==> src/rtl/ttfs_output_recorder.sv <==
// First-spike recorder for the TTFS output layer: per-neuron first-spike ticks,
// earliest-neuron winner tracking, classification interrupt, OBI register port.
package ttfs_rec_pkg;
  typedef struct packed {
    logic        req;
    logic        we;
    logic [31:0] addr;
    logic [31:0] wdata;
  } obi_req_t;

  typedef struct packed {
    logic        gnt;
    logic        rvalid;
    logic [31:0] rdata;
  } obi_rsp_t;
endpackage

// One output-neuron slot: holds the tick of its first spike since the last arm.
module ttfs_rec_entry (
  input  logic       CLK,
  input  logic       RSTN,
  input  logic       clr_i,
  input  logic       cap_i,
  input  logic [7:0] tick_i,
  output logic       vld_o,
  output logic [7:0] tick_o
);
  logic       vld_d, vld_q;
  logic [7:0] tick_d, tick_q;

  always_comb begin
    vld_d  = vld_q;
    tick_d = tick_q;
    if (clr_i) begin
      vld_d  = 1'b0;
      tick_d = '0;
    end else if (cap_i) begin
      vld_d  = 1'b1;
      tick_d = tick_i;
    end
  end

  always_ff @(posedge CLK or negedge RSTN) begin
    if (!RSTN) begin
      vld_q  <= 1'b0;
      tick_q <= '0;
    end else begin
      vld_q  <= vld_d;
      tick_q <= tick_d;
    end
  end

  assign vld_o  = vld_q;
  assign tick_o = tick_q;
endmodule

module ttfs_output_recorder #(
  parameter int  N            = 256,
  parameter int  NUM_OUT      = 10,
  parameter int  OUT_BASE     = 246,
  parameter int  TIMEOUT_TICK = 255,
  parameter type req_t        = ttfs_rec_pkg::obi_req_t,
  parameter type rsp_t        = ttfs_rec_pkg::obi_rsp_t
) (
  input  logic                 CLK,
  input  logic                 RSTN,
  input  logic                 spike_i,
  input  logic [$clog2(N)-1:0] count_i,
  input  logic [7:0]           tick_i,
  input  logic                 next_tick_i,
  input  req_t                 recorder_slave_req_i,
  output rsp_t                 recorder_slave_resp_o,
  output logic                 intr_classified_o
);
  localparam int IW = $clog2(N);
  localparam int LW = 5;

  typedef enum logic [1:0] {IDLE, ARMED, DONE} state_e;

  state_e                     state_d, state_q;
  logic                       run_mode_d, run_mode_q;
  logic                       ctrl_mode_d, ctrl_mode_q;
  logic                       done_d, done_q;
  logic                       timeout_d, timeout_q;
  logic                       wv_d, wv_q;
  logic [LW-1:0]              widx_d, widx_q;
  logic [7:0]                 wtick_d, wtick_q;
  logic                       rvalid_d, rvalid_q;
  logic [31:0]                rdata_d, rdata_q;

  logic [NUM_OUT-1:0]         ent_vld;
  logic [NUM_OUT-1:0][7:0]    ent_tick;
  logic [NUM_OUT-1:0]         hit, cap_vec;
  logic                       in_range, cap, all_vld, timeout_ev;
  logic [LW-1:0]              e;
  logic [31:0]                rd_mux;

  logic        req, we;
  logic [5:0]  word;
  logic [31:0] wdata;
  logic        arm, ctrl_wr, w1c;

  assign req   = recorder_slave_req_i.req;
  assign we    = recorder_slave_req_i.we;
  assign word  = recorder_slave_req_i.addr[7:2];
  assign wdata = recorder_slave_req_i.wdata;

  assign ctrl_wr = req && we && (word == 6'd0);
  assign arm     = ctrl_wr && wdata[0];
  assign w1c     = req && we && (word == 6'd1) && wdata[1];

  // Range check in IW+1 bits so OUT_BASE+NUM_OUT == N does not wrap.
  assign in_range = ({1'b0, count_i} >= (IW+1)'(OUT_BASE)) &&
                    ({1'b0, count_i} <  (IW+1)'(OUT_BASE + NUM_OUT));
  assign e        = LW'(count_i - IW'(OUT_BASE));

  always_comb begin
    hit = '0;
    for (int i = 0; i < NUM_OUT; i++) hit[i] = in_range && (e == LW'(i));
  end

  // Arm has priority over a coincident spike; only not-yet-valid slots capture.
  assign cap        = (state_q == ARMED) && spike_i && !arm && |(hit & ~ent_vld);
  assign cap_vec    = cap ? (hit & ~ent_vld) : '0;
  assign all_vld    = &(ent_vld | cap_vec);
  assign timeout_ev = next_tick_i && (tick_i == 8'(TIMEOUT_TICK));

  for (genvar g = 0; g < NUM_OUT; g++) begin : g_ent
    ttfs_rec_entry u_ent (
      .CLK    (CLK),
      .RSTN   (RSTN),
      .clr_i  (arm),
      .cap_i  (cap_vec[g]),
      .tick_i (tick_i),
      .vld_o  (ent_vld[g]),
      .tick_o (ent_tick[g])
    );
  end

  always_comb begin
    rd_mux = '0;
    case (word)
      6'd0:    rd_mux = {30'd0, ctrl_mode_q, 1'b0};
      6'd1:    rd_mux = {8'd0, wtick_q, 3'd0, widx_q, 4'd0,
                         wv_q, timeout_q, done_q, (state_q == ARMED)};
      6'd2:    rd_mux = 32'(ent_vld);
      default: begin
        for (int i = 0; i < NUM_OUT; i++)
          if (word == 6'(16 + i)) rd_mux = {ent_vld[i], 23'd0, ent_tick[i]};
      end
    endcase
  end

  always_comb begin
    state_d     = state_q;
    run_mode_d  = run_mode_q;
    ctrl_mode_d = ctrl_mode_q;
    done_d      = done_q;
    timeout_d   = timeout_q;
    wv_d        = wv_q;
    widx_d      = widx_q;
    wtick_d     = wtick_q;
    rvalid_d    = req;
    rdata_d     = (req && !we) ? rd_mux : 32'd0;

    if (ctrl_wr) ctrl_mode_d = wdata[1];

    if (arm) begin
      state_d    = ARMED;
      run_mode_d = wdata[1];
      done_d     = 1'b0;
      timeout_d  = 1'b0;
      wv_d       = 1'b0;
      widx_d     = '0;
      wtick_d    = '0;
    end else begin
      if (w1c) done_d = 1'b0;
      if (state_q == ARMED) begin
        if (cap && (!wv_q || (tick_i < wtick_q) ||
                    ((tick_i == wtick_q) && (e < widx_q)))) begin
          wv_d    = 1'b1;
          widx_d  = e;
          wtick_d = tick_i;
        end
        if (!run_mode_q) begin
          if (cap) begin
            state_d = DONE;
            done_d  = 1'b1;
          end
        end else if (timeout_ev) begin
          state_d   = DONE;
          done_d    = 1'b1;
          timeout_d = 1'b1;
        end else if (all_vld) begin
          state_d = DONE;
          done_d  = 1'b1;
        end
      end
    end
  end

  always_ff @(posedge CLK or negedge RSTN) begin
    if (!RSTN) begin
      state_q     <= IDLE;
      run_mode_q  <= 1'b0;
      ctrl_mode_q <= 1'b0;
      done_q      <= 1'b0;
      timeout_q   <= 1'b0;
      wv_q        <= 1'b0;
      widx_q      <= '0;
      wtick_q     <= '0;
      rvalid_q    <= 1'b0;
      rdata_q     <= '0;
    end else begin
      state_q     <= state_d;
      run_mode_q  <= run_mode_d;
      ctrl_mode_q <= ctrl_mode_d;
      done_q      <= done_d;
      timeout_q   <= timeout_d;
      wv_q        <= wv_d;
      widx_q      <= widx_d;
      wtick_q     <= wtick_d;
      rvalid_q    <= rvalid_d;
      rdata_q     <= rdata_d;
    end
  end

  assign recorder_slave_resp_o.gnt    = req;
  assign recorder_slave_resp_o.rvalid = rvalid_q;
  assign recorder_slave_resp_o.rdata  = rdata_q;
  assign intr_classified_o            = done_q;

  logic unused_bits;
  assign unused_bits = ^{recorder_slave_req_i.addr[31:8],
                         recorder_slave_req_i.addr[1:0], wdata[31:2]};
endmodule
==> config.mk <==
export PLATFORM = sky130hd
export DESIGN_NAME = ttfs_output_recorder
export DESIGN_NICKNAME = d
export VERILOG_FILES = /design/src/rtl/ttfs_output_recorder.sv
export SDC_FILE = /design/constraint.sdc
export NUM_CORES = 1
export LEC_CHECK = 0
export BUFFER_PORTS_ARGS = -buffer_cell sky130_fd_sc_hd__buf_2
export CORE_MARGIN = 8
export CORE_UTILIZATION = 25
export DETAILED_ROUTE_END_ITERATION = 16
export HOLD_SLACK_MARGIN = 0.06
export PLACE_DENSITY_LB_ADDON = 0.2
export SYNTH_ARGS = -nofsm -noshare
export SYNTH_HDL_FRONTEND = slang
export SYNTH_SLANG_ARGS = --single-unit
==> constraint.sdc <==
create_clock -name CLK -period 4.4 [get_ports CLK]
set_clock_uncertainty 0.2 [all_clocks]
set_input_delay 0.66 -clock CLK [delete_from_list [all_inputs] [get_ports CLK]]
set_output_delay 0.66 -clock CLK [all_outputs]
set_load 0.005 [all_outputs]
Word level (Yosys, flattened, before mapping):

Index checks and enable logic that the tools add are counted.

* register bits: 143
* input bits: 86

* add/subtract/negate cells: 1
* order comparisons: 3
* equality and inequality tests: 25
* multiplexer cells: 79
* bitwise gates (word level): 3
* reduce and logical (&&, ||, !) cells: 49

Operator list (count)
* $mux W32: 11
* $mux W8: 23
* $pmux W32 S3: 1
* $eq A6 B5 Y1 const B: 10
* $mux W1: 34
* $reduce_bool A2 Y1: 14
* $logic_and A1 B1 Y1: 22
* $eq A5 B3 Y1 const B: 4
* $mux W5: 3
* $mux W2: 6
* $and A10 B10 Y10: 1
* $eq A5 B2 Y1 const B: 2
* $eq A5 B4 Y1 const B: 2
* $mux W10: 1
* $not A10 Y10: 1
* $or A10 B10 Y10: 1
* $reduce_and A10 Y1: 1
* $reduce_or A10 Y1: 1
* $eq A8 B8 Y1: 1
* $eq A8 B8 Y1 const B: 1
* $ge A8 B8 Y1 const B: 1
* $lt A8 B8 Y1: 1
* $eq A6 B1 Y1 const B: 1
* $eq A6 B2 Y1 const B: 1
* other kinds (12): 16

Longest topological paths before layout:

* word-level depth: 14
* gate-level depth with buffers: 11
* mapped depth without buffers: 9

Modules after synthesis:

A second synthesis with hierarchy kept.

* cells, all modules: 681
* area total of the unflattened synthesis: 7033.0 um^2

By module, submodules not included
* ttfs_rec_entry: instances 10, cells an instance 29, area an instance 357.8 um^2, sequential area each 225.2 um^2
* ttfs_output_recorder: instances 1, cells an instance 391, area an instance 3454.6 um^2, sequential area each 1076.0 um^2

Worst setup path before layout:

No wires, ideal clock.

* path type: input -> register
* start: input count_i[1]
* end: register wtick_q[4]
* library setup time: 0.125 ns
* arrival: 2.598 ns
* data required time: 4.075 ns
* path slack: 1.477 ns
* stages on the path: 10
* buffers on the path: 1
* cell sequence: ha_1 xor2_2 inv_1 ha_1 a21o_1 nor3_1 o21ai_0 a31oi_1 buf_6 mux2_2

* longest elaborated chain between the ends: 9
* elaborated cells on any way between the ends: 31
* classes of those cells: add/sub (1); order compare (2); eq/ne (9); bitwise (1); reduce/logical (18)

RTL lines
* start, declared: RTL line 68 `input logic [$clog2(N)-1:0] count_i,`
* $sub A5 B5 Y5: RTL line 115 `assign e = LW'(count_i - IW'(OUT_BASE));`
* $eq A5 B1 Y1 (tied with other cells): RTL line 119 `for (int i = 0; i < NUM_OUT; i++) hit[i] = in_range && (e == LW'(i));`
* $logic_and A1 B1 Y1: RTL line 119
* $and A10 B10 Y10: RTL line 123 `assign cap = (state_q == ARMED) && spike_i && !arm && |(hit & ~ent_vld);`
* $reduce_or A10 Y1: RTL line 123
* $logic_and A1 B1 Y1: RTL line 123
* $logic_and A1 B1 Y1 *: RTL line 179 `if (cap && (!wv_q || (tick_i < wtick_q) ||`
* $reduce_bool A2 Y1 (no line) *
* $reduce_and A2 Y1 (no line) *
* end signal, assigned: RTL line 222 `wtick_q <= wtick_d;`
* end, declared: RTL line 87 `logic [7:0] wtick_d, wtick_q;`

Every way passes the cells marked *; elsewhere a longest branch is shown, timed or not.
A chain may end at the register's enable or synchronous reset.

Final worst setup path:

* start: input count_i[1]
* end: register g_ent[3].u_ent.tick_q[2]

* longest elaborated chain between the ends: 8
* elaborated cells on any way between the ends: 27
* classes of those cells: add/sub (1); order compare (1); eq/ne (9); mux (1); bitwise (1); reduce/logical (14)

RTL lines
* $sub A5 B5 Y5: RTL line 115
* $eq A5 B1 Y1 (tied with other cells): RTL line 119
* $logic_and A1 B1 Y1: RTL line 119
* $and A10 B10 Y10 *: RTL line 123, 124
* $reduce_or A10 Y1: RTL line 123
* $logic_and A1 B1 Y1: RTL line 123
* $mux W10 *: RTL line 124 `assign cap_vec = cap ? (hit & ~ent_vld) : '0;`
* $reduce_bool A2 Y1 (no line) *
* end signal, assigned: RTL line 49 `tick_q <= tick_d;`
* end, declared: RTL line 29 `logic [7:0] tick_d, tick_q;`

Marks and branches as above.

==> run metrics <==
crit path max-delay cell type=or4b_1; Setup TNS=0 ns; VDD IR max=~0.27 mV; CP peak stage delay=0.87 ns; Worst Path Buf+Inv=2; CTS tree=yes; Final Wtd Congestion=0.8061; Post-synth EDFFs=0; CTS Root Cell=clkbuf_16; Slew headroom=33.53%; WL final=slightly below 20 mm; post-route clock period utilization=71.56%; drt drc=0; Min-Delay Path Class=input port to async pin; final setup fails=0; DR pass1 iterations=4; Mapped Area=0.006794 mm^2; Placed Area=around 0.0074 mm^2; Layout area overhead=16.83%; Post-CTS Setup Bufs=0; Hold-fix buffers, CTS=0; clk buf depth=2; top cells by area, synth=dfrtp_1, mux2i_1, nor2_1; unrepaired setup endpoints after global routing=no; CP Capture Type=register; Pwr Density=358.6 mW/mm^2; Async SR Flop Fraction=100.0%; layout cell share with drive strength beyond 1=roughly a fifth; grt peak-use layer=met2; Final Cell Area=0.007938 mm^2; final worst slack=1.251 ns; vias in the first global route=5235; MaxCap Viol Count=0; WP data arrival=3.22 ns; I/O Buffers=54; area share of the leading cell type in the synthesized netlist=48.99%; GR Overflow Total=0; worst skew pair latency=0.42 ns; total vias in the final route=5038; most used cell along the critical path=nor2_1; Worst-Margin Slew=0.9971 ns; clock transition at the register clock pins on the worst setup and hold paths after CTS=0.06 ns; GRT Total Usage=12.35%; main flop type after synthesis=dfrtp_1; commonest non-fill, non-tap cell in the layout=dfrtp_1; Mapped Cells=659; FF+latch count, synth=133; post-DR vias/cell=4.775; yosys warns=0; Iter 0 DRT Violations=329; first-pass GRT wire length=31.51 mm; crit path kind=input port to register; n_diodes=0; CTS Buf Count=17; fmax=0.3176 GHz; Worst path top cell family by delay=simple AND/OR/NAND/NOR gates; mean area per synthesized cell=roughly 10 um^2; # rows=60; Synth area leader=dfrtp_1; Hold WS=approximately 0.14 ns; Die ar.=0.03271 mm^2; clock sink total=roughly 130; Global Route met1 Usage=16.14%; Die Y=approximately 180 um; die width=180.9 um; count of cell types in the netlist=58; Post-Place Worst Slack=~0.80 ns; Pleak=4.183 nW; Global Route met3 Usage=2.568%; # fillers=~2800; crit-path max FO=14; Initial Util=roughly a quarter; wire length per cell=~19 um; post-synthesis sequential area ratio=about half; initial antenna violation count=0; Final Hold Vio Count=0; Max Slew Vio Count=0; Detailed Place HPWL=13.63 mm; Setup crit start kind=input port; CP Cell Sequence=buf_2 > ha_1 > xor2_2 > inv_1 > nor2_1 > nand3_2 > or4b_1 > mux2i_1 > nor2_1; Worst Path Required=4.47 ns; grt met2 use=roughly a fifth; final net count=799; commonest non-fill, non-tap cells in the layout=dfrtp_1, nor2_1, mux2i_1; Core Region=0.02680 mm^2; post-route ant nets=0; fin crit period=3.149 ns; largest net degree at the start of global routing=101; post_cts resized=0; outcome=finished, final reports clean; Ports=121; H-tree levels=4
final timing paths:
kind / slack (ns) / cells after the start / endpoint / from
max: 1.25 / 9 / g_ent[3].u_ent.tick_o[2] / count_i[1]
min: 0.14 / 1 / rdata_q[10] / RSTN
max reg2reg: 1.61 / 6 / g_ent[3].u_ent.tick_o[2] / state_q[1]
min reg2reg: 0.31 / 2 / timeout_q / timeout_q
max in group asynchronous: 3.00 / 2 / g_ent[0].u_ent.tick_o[1] / RSTN
min in group CLK: 0.27 / 1 / rvalid_q / recorder_slave_req_i[65]
per-stage QoR:
step | cells | utilization [%] | total power, W
after floorplan | 668 | - | 0.001393
after global placement | 1023 | 27.48 | 0.001484
after detailed placement | 1023 | 27.48 | 0.001484
after CTS | 1055 | 29.62 | 0.002884
after global routing | 1055 | 29.62 | 0.002964
final | 1055 | 29.62 | 0.002847
power breakdown:
group          switching, W  internal, W  leakage [nW]
Clock              0.000566     0.000822         0.271
Sequential       0.00000985      0.00124          1.79
Combinational      0.000141    0.0000681          2.12
cells by family after synthesis:
family	count (synthesis)	share of synthesized area, %
buffers and inverters	78	5.396
xor gates and xnor gates	2	0.3684
and+or+nand+nor	228	15.51
other	1	0.05520
AOI/OAI and AO/OA	99	9.337
DFF	133	48.99
adders and majority gates	13	2.357
muxes	105	17.99
flip-flops by register name (all words and copies together) (netlist names):
register            cells
g_ent.u_ent.tick_o     80
rdata_q                22
g_ent.u_ent.vld_o      10
wtick_q                 8
widx_q                  5
state_q                 2
ctrl_mode_q             1
intr_classified_o       1
run_mode_q              1
rvalid_q                1
timeout_q               1
wv_q                    1
per-layer routing:
layer	share of wire, %	routed length, um	vias up
li1	-	-	2382
met1	47	9425	2530
met2	47	9393	107
met3	3.6	722	19
met4	1.6	309	0
met5	0	0	-
layout make-up:
class / instances / area [um^2] / share of cell area (%)
flip-flops and latches: 133 / 3328 / 41.93
clock buffers: 21 / 470.5 / 5.927
inverters: 23 / 86.33 / 1.088
clock inverters: 11 / 101.3 / 1.277
repair buffers: 69 / 389.1 / 4.902
well taps: 341 / 426.7 / 5.375
multi-input cells: 457 / 3136 / 39.50
Yosys cell counts (2+ instances only):
| master | count |
|---|---|
| o22ai_1 | 9 |
| nand2_1 | 44 |
| nand2b_1 | 6 |
| nand4_1 | 7 |
| or3_1 | 5 |
| buf_2 | 11 |
| o21bai_1 | 2 |
| a32oi_1 | 2 |
| nor2b_1 | 2 |
| clkbuf_1 | 24 |
| nand3_1 | 6 |
| o21ai_0 | 30 |
| a22oi_1 | 4 |
| mux4_2 | 12 |
| o22a_1 | 2 |
| a222oi_1 | 2 |
| buf_4 | 14 |
| a31oi_1 | 6 |
| buf_1 | 5 |
| nor3_1 | 20 |
| nor2_1 | 115 |
| a21oi_1 | 21 |
| nor4_1 | 3 |
| a21o_1 | 3 |
| a311oi_1 | 4 |
| a211oi_1 | 2 |
| nand3b_1 | 2 |
| o31ai_1 | 3 |
| ha_1 | 12 |
| mux2i_1 | 76 |
| dfrtp_1 | 133 |
| and2_1 | 5 |
| or4_1 | 3 |
| inv_1 | 23 |
| o21a_1 | 2 |
| mux2_2 | 17 |
Power figures use the tool's default switching activity.
